===== config.mk =====
export PLATFORM = sky130hd
export DESIGN_NAME = mult_div_unit
export DESIGN_NICKNAME = d
export VERILOG_FILES = /design/src/rtl/mult_div_unit_pkg.sv /design/src/rtl/div_restoring_step.sv /design/src/rtl/mult_div_unit.sv
export SDC_FILE = /design/constraint.sdc
export NUM_CORES = 1
export LEC_CHECK = 0
export BUFFER_PORTS_ARGS = -buffer_cell sky130_fd_sc_hd__buf_2
export CORE_UTILIZATION = 67
export CTS_CLUSTER_DIAMETER = 100
export DETAILED_ROUTE_END_ITERATION = 10
export PLACE_DENSITY = 0.88
export SLEW_MARGIN = 40
export SYNTH_ARGS = -nofsm -noshare
export SYNTH_HDL_FRONTEND = slang
export SYNTH_SLANG_ARGS = --single-unit

===== constraint.sdc =====
create_clock -name clk -period 8.8 [get_ports clk]
set_input_delay 0.44 -clock clk [delete_from_list [all_inputs] [get_ports clk]]
set_output_delay 0.44 -clock clk [all_outputs]
set_load 0.1 [all_outputs]

===== src/rtl/mult_div_unit_pkg.sv =====
// mult_div_unit_pkg: shared definitions for the multicycle MULT/DIV unit.
// Holds the FSM state encoding (also used by the control unit for its
// MULT/DIV wait states) and the default datapath/counter widths.
package mult_div_unit_pkg;

  localparam int unsigned MD_WIDTH = 32;
  localparam int unsigned MD_CNT_W = 6;

  typedef enum logic [1:0] {
    ST_IDLE     = 2'd0,
    ST_MULT_RUN = 2'd1,
    ST_DIV_RUN  = 2'd2,
    ST_DONE     = 2'd3
  } md_state_t;

endpackage


===== src/rtl/div_restoring_step.sv =====
// div_restoring_step: one combinational iteration of unsigned restoring division.
// Ports:
//   rem_in   partial remainder (always < divisor, so fits WIDTH bits)
//   quot_in  dividend bits still to be shifted in / quotient bits shifted out
//   divisor  divisor magnitude
//   rem_out  partial remainder after shift and trial subtract
//   quot_out quot_in shifted left with the new quotient bit in bit 0
module div_restoring_step #(
  parameter int unsigned WIDTH = 32
) (
  input  logic [WIDTH-1:0] rem_in,
  input  logic [WIDTH-1:0] quot_in,
  input  logic [WIDTH-1:0] divisor,
  output logic [WIDTH-1:0] rem_out,
  output logic [WIDTH-1:0] quot_out
);

  logic [WIDTH:0] shifted;
  logic [WIDTH:0] diff;

  always_comb begin
    shifted = {rem_in, quot_in[WIDTH-1]};
    diff    = shifted - {1'b0, divisor};
    if (!diff[WIDTH]) begin
      rem_out  = diff[WIDTH-1:0];
      quot_out = {quot_in[WIDTH-2:0], 1'b1};
    end else begin
      // Restore: the shifted value is below the divisor, so its top bit is 0.
      rem_out  = shifted[WIDTH-1:0];
      quot_out = {quot_in[WIDTH-2:0], 1'b0};
    end
  end

endmodule


===== src/rtl/mult_div_unit.sv =====
// mult_div_unit: multicycle signed MULT (radix-2 Booth) / DIV (restoring on
// magnitudes) for the MIPS datapath; one iteration per clock, result in HI/LO.
// Ports:
//   clk, reset           clock and synchronous active-high reset
//   mult_start/div_start start requests, sampled only in IDLE (MULT wins)
//   a_in, b_in           operands, latched when a start is accepted
//   hi, lo               MULT: product high/low; DIV: remainder/quotient
//   busy                 operation in progress
//   done                 one-cycle completion pulse
//   div_zero             last DIV request had a zero divisor
module mult_div_unit
  import mult_div_unit_pkg::*;
#(
  parameter int unsigned WIDTH = MD_WIDTH,
  parameter int unsigned CNT_W = MD_CNT_W
) (
  input  logic             clk,
  input  logic             reset,
  input  logic             mult_start,
  input  logic             div_start,
  input  logic [WIDTH-1:0] a_in,
  input  logic [WIDTH-1:0] b_in,
  output logic [WIDTH-1:0] hi,
  output logic [WIDTH-1:0] lo,
  output logic             busy,
  output logic             done,
  output logic             div_zero
);

  md_state_t        state, state_next;
  logic [CNT_W-1:0] cnt;
  // Shared datapath: MULT uses {acc,qr,q_m1} as Booth {P,Q,q-1} with opa the
  // multiplicand; DIV uses acc as remainder, qr as dividend/quotient, opa as divisor.
  logic [WIDTH-1:0] opa, acc, qr;
  logic             q_m1, quot_neg, rem_neg;

  logic accept_mult, accept_div, div_by_zero, finish, last_iter;

  logic [WIDTH:0]   p_ext, m_ext, b_sum;
  logic [WIDTH-1:0] booth_p, booth_q;
  logic [WIDTH-1:0] div_r, div_q, r_fix, q_fix;
  logic [WIDTH-1:0] a_mag, b_mag;

  assign last_iter = (cnt == CNT_W'(WIDTH - 1));

  always_comb begin
    state_next  = state;
    accept_mult = 1'b0;
    accept_div  = 1'b0;
    div_by_zero = 1'b0;
    finish      = 1'b0;
    case (state)
      ST_IDLE: begin
        if (mult_start) begin
          accept_mult = 1'b1;
          state_next  = ST_MULT_RUN;
        end else if (div_start) begin
          if (b_in != '0) begin
            accept_div = 1'b1;
            state_next = ST_DIV_RUN;
          end else begin
            div_by_zero = 1'b1;
          end
        end
      end
      ST_MULT_RUN, ST_DIV_RUN: begin
        if (last_iter) begin
          finish     = 1'b1;
          state_next = ST_DONE;
        end
      end
      ST_DONE: state_next = ST_IDLE;
      default: state_next = ST_IDLE;
    endcase
  end

  // Booth step; the add/sub is one bit wider so negating the most negative
  // multiplicand cannot overflow before the arithmetic shift.
  always_comb begin
    p_ext = {acc[WIDTH-1], acc};
    m_ext = {opa[WIDTH-1], opa};
    case ({qr[0], q_m1})
      2'b01:   b_sum = p_ext + m_ext;
      2'b10:   b_sum = p_ext - m_ext;
      default: b_sum = p_ext;
    endcase
    booth_p = b_sum[WIDTH:1];
    booth_q = {b_sum[0], qr[WIDTH-1:1]};
  end

  div_restoring_step #(.WIDTH(WIDTH)) u_div_step (
    .rem_in  (acc),
    .quot_in (qr),
    .divisor (opa),
    .rem_out (div_r),
    .quot_out(div_q)
  );

  always_comb begin
    a_mag = a_in[WIDTH-1] ? ('0 - a_in) : a_in;
    b_mag = b_in[WIDTH-1] ? ('0 - b_in) : b_in;
    q_fix = quot_neg ? ('0 - div_q) : div_q;
    r_fix = rem_neg  ? ('0 - div_r) : div_r;
  end

  always_ff @(posedge clk) begin
    if (reset) begin
      state    <= ST_IDLE;
      cnt      <= '0;
      hi       <= '0;
      lo       <= '0;
      busy     <= 1'b0;
      done     <= 1'b0;
      div_zero <= 1'b0;
      opa      <= '0;
      acc      <= '0;
      qr       <= '0;
      q_m1     <= 1'b0;
      quot_neg <= 1'b0;
      rem_neg  <= 1'b0;
    end else begin
      state <= state_next;
      done  <= 1'b0;

      if (accept_mult || accept_div) begin
        busy     <= 1'b1;
        cnt      <= '0;
        div_zero <= 1'b0;
        opa      <= accept_mult ? a_in : b_mag;
        acc      <= '0;
        qr       <= accept_mult ? b_in : a_mag;
        q_m1     <= 1'b0;
        quot_neg <= a_in[WIDTH-1] ^ b_in[WIDTH-1];
        rem_neg  <= a_in[WIDTH-1];
      end

      if (div_by_zero) begin
        done     <= 1'b1;
        div_zero <= 1'b1;
      end

      if (state == ST_MULT_RUN) begin
        acc  <= booth_p;
        qr   <= booth_q;
        q_m1 <= qr[0];
        cnt  <= cnt + 1'b1;
      end

      if (state == ST_DIV_RUN) begin
        acc <= div_r;
        qr  <= div_q;
        cnt <= cnt + 1'b1;
      end

      if (finish) begin
        busy <= 1'b0;
        done <= 1'b1;
        if (state == ST_MULT_RUN) begin
          hi <= booth_p;
          lo <= booth_q;
        end else begin
          hi <= r_fix;
          lo <= q_fix;
        end
      end
    end
  end

endmodule


==> out/results.tsv <==
metric	value	unit
outcome	complete, no violations	
grt_max_degree	98	
core	23400	sq um
path_clk_slew	0.08	ns
cts_tree	yes	
ys_top_cells_by_area	dfxtp_1 (22%), nand2_1 (7.3%), a21oi_1 (7.0%)	
dp_hpwl	41700	um
max_slew_margin	34.6	%
netlist-cell-type-count	93	
drive_gt1_share	10.6	%
gp_congestion	1.05	
io_pins	135	
synth-edff-count	0	
root_buffer	clkbuf_16	
synth_mux_area_share	2.46	%
fill_cells	1919	
cp-start-kind	flop	
synth_compound_area_share	30.8	%
wl_per_cell	22.2	um
reg2reg_slack	2.22	ns
hp-class	input pin to flop	
grt_use_total	46.7	%
netlist_instances	2237	
fin_skew	0.0224	ns
maxSlewViolCount	0	
via_count	17790	
synthAdderAreaFrac	6.06	%
syn_avg_cell_area	7.12	sq um
cts_hold_buf	0	
synth-simple-area-share	22.0	%
cts_sinks	174	
path_max_fanout	56	
worst_slack	2.22	ns
synth-main-ff-cell	dfxtp_1	
hold_viol_final	0	
grt_overflow	0	
synth.net_count	2381	
cp-end-kind	flop	
ant_nets	0	
yosys_warnings	0	
post-place-ws	2.38	ns
ctsLongestPathBuffers	2	
final.setup.tns	0	ns
antenna_found_initial	1	
min_period	6.58	ns
drc	0	
grt_pass1_wl	88500	um
grt_pass1_vias	16252	
max_stage_delay	0.55	ns
drt-initial-drc-count	2322	
routed_wl	57400	um
detail_route.vias_per_cell	6.87	
ys_ff_latch	174	
path_cells	ha_1 > inv_1 > fa_1 > a211oi_2 > o211ai_1 > a21oi_2 > nor3_1 > o41ai_2 > nor2b_4 > buf_4 > inv_2 > buf_4 > nor2_1 > a21oi_1 > ha_1 > nand3_1 > or4b_1 > nor3_2 > nand4_1 > a21oi_1 > nand4_1 > o31ai_2 > xor2_1 > a31oi_1	
clk_latency	0.46	ns
dr.pass1.iters	8	
final_util	73.8	%
async_flop_share	0	%
r2r_cells	24	
cp.arrival	6.88	ns
fin_nets	2400	
rsz0062_at_grt	no	
required	9.10	ns
rows	56	
synth-xor-area-share	10.9	%
post_cts_resized	0	
numCtsBuffers	17	
die_w	156	um
slowest_stage	o41ai_2	
htreeDepth	4	
max_freq	152	MHz
syn-cell-area	15900	sq um
worstSetupEndpoint	hi[30]	
die_h	156	um
start_util	68.1	%
tightest_slew	0.980	ns
post-synth-top-area-cell	dfxtp_1	
setup_viol	0	
io_buffer_count	134	
areaGrowthSynthToFinish	8.40	%
finalCritPeriodShare	74.8	%
dieArea	24400	sq um
drv_cap	0	
r2r_end	hi[30]	
post_cts_buffers	0	
crit_type	flop to flop	
critPathLaunch	opa[0]	
synth_top_area_share	21.9	%
synth_top_family_by_area	compound AO/OA/AOI/OAI gates	
yosysSeqAreaShare	21.9	%
rr_startpoint	opa[0]	
[cells in the mapped netlist, drive strengths merged, types with 12 or more instances]
library cell / count
mux2i: 30
nor3: 37
nand2b: 24
nand4: 21
dfxtp: 174
a21o: 28
o211ai: 76
ha: 74
or4: 15
nand2: 311
nand3b: 12
o31ai: 43
a311oi: 14
nand3: 41
or3: 16
and3: 22
nor2: 199
a211oi: 37
nor4: 18
o41ai: 20
o21ai: 162
a31oi: 24
inv: 80
xor2: 75
buf: 24
clkbuf: 131
a21oi: 225
o311ai: 18
xnor2: 123
nor2b: 13
a221oi: 28
[cell usage in the layout (no fill, tap or decap), types with 21 or more instances in the layout]
cell type / instances
inv_1: 78
a31oi_1: 24
xor2_1: 75
a21oi_1: 223
nand3_1: 41
dfxtp_1: 173
nor2_1: 196
mux2i_1: 29
o31ai_1: 40
buf_2: 133
ha_1: 72
nor3_1: 32
xnor2_1: 122
nand2b_1: 24
a211oi_1: 35
and3_1: 21
a21o_1: 28
o211ai_1: 76
nand4_1: 21
a221oi_1: 28
o21ai_0: 148
nand2_1: 309
[area by class of cell]
class,instances,area [sq um],share of cell area (%)
clock inverter,15,218,1.26
clock buffer,17,425,2.46
multi-input combinational,1826,11600,67.0
antenna,1,2.50,0.0145
sequential,174,3480,20.2
inverter,82,309,1.79
timing repair buffer,155,862,4.99
tap,319,399,2.31
[through the flow]
| stage | hold WS [ns] | instances | cell area, sq um |
|---|---|---|---|
| finish | 0.335 | 2589 | 17300 |
| global route | 0.339 | 2588 | 17300 |
| CTS | 0.322 | 2588 | 17200 |
| detailed placement | 0.445 | 2556 | 16600 |
| global placement | 0.442 | 2555 | 16600 |
| floorplan | 0.438 | 2237 | 15900 |
[metal layers]
layer / vias up / routed length [um] / GRT usage, %
li1: 8174 / - / -
met1: 8232 / 21600 / 56.7
met2: 1134 / 25500 / 73.3
met3: 250 / 6230 / 10.2
met4: 0 / 4070 / 32.7
met5: - / 0 / 0
[flip-flops by register name, summed over array words and instances, names as in the netlist]
name and cells:
done 1, busy 1, acc 32, state 2, rem_neg 1, quot_neg 1
hi 32, lo 32, opa 32, cnt 6, div_zero 1, qr 32
q_m1 1
[worst min-delay path by stage]
stage	from	to	slack, ns	cells after the start
finish	a_in[0]	opa[0]	0.33	3
floorplan	cnt[5]	cnt[5]	0.44	1
detailed placement	hi[2]	hi[2]	0.44	2
global route	b_in[0]	opa[0]	0.34	3
CTS	a_in[0]	opa[0]	0.32	3
global placement	hi[2]	hi[2]	0.44	2
[kinds of logic (layout without fill, tap and decap cells)]
logic type	count (synthesis)	after routing
XOR/XNOR	198	198
adder cells (fa/ha/maj)	76	76
buffers and inverters	237	269
AO/OA/AOI/OAI	756	756
multiplexers	37	37
other	0	1
flip-flops	174	174
AND/OR/NAND/NOR	759	759
[worst max-delay path: cells and delay by family, from the launching register on]
kind	cells	cell delay [ns]
simple gates	8	1.59
xor+xnor	1	0.19
flops	1	0.42
fa+ha+maj	3	0.99
compound gates	8	2.23
buf+inv	4	0.99
Power is left out: the tool's default activity adds up to more than one toggle a clock period on the data nets, which glitch-free logic cannot reach.
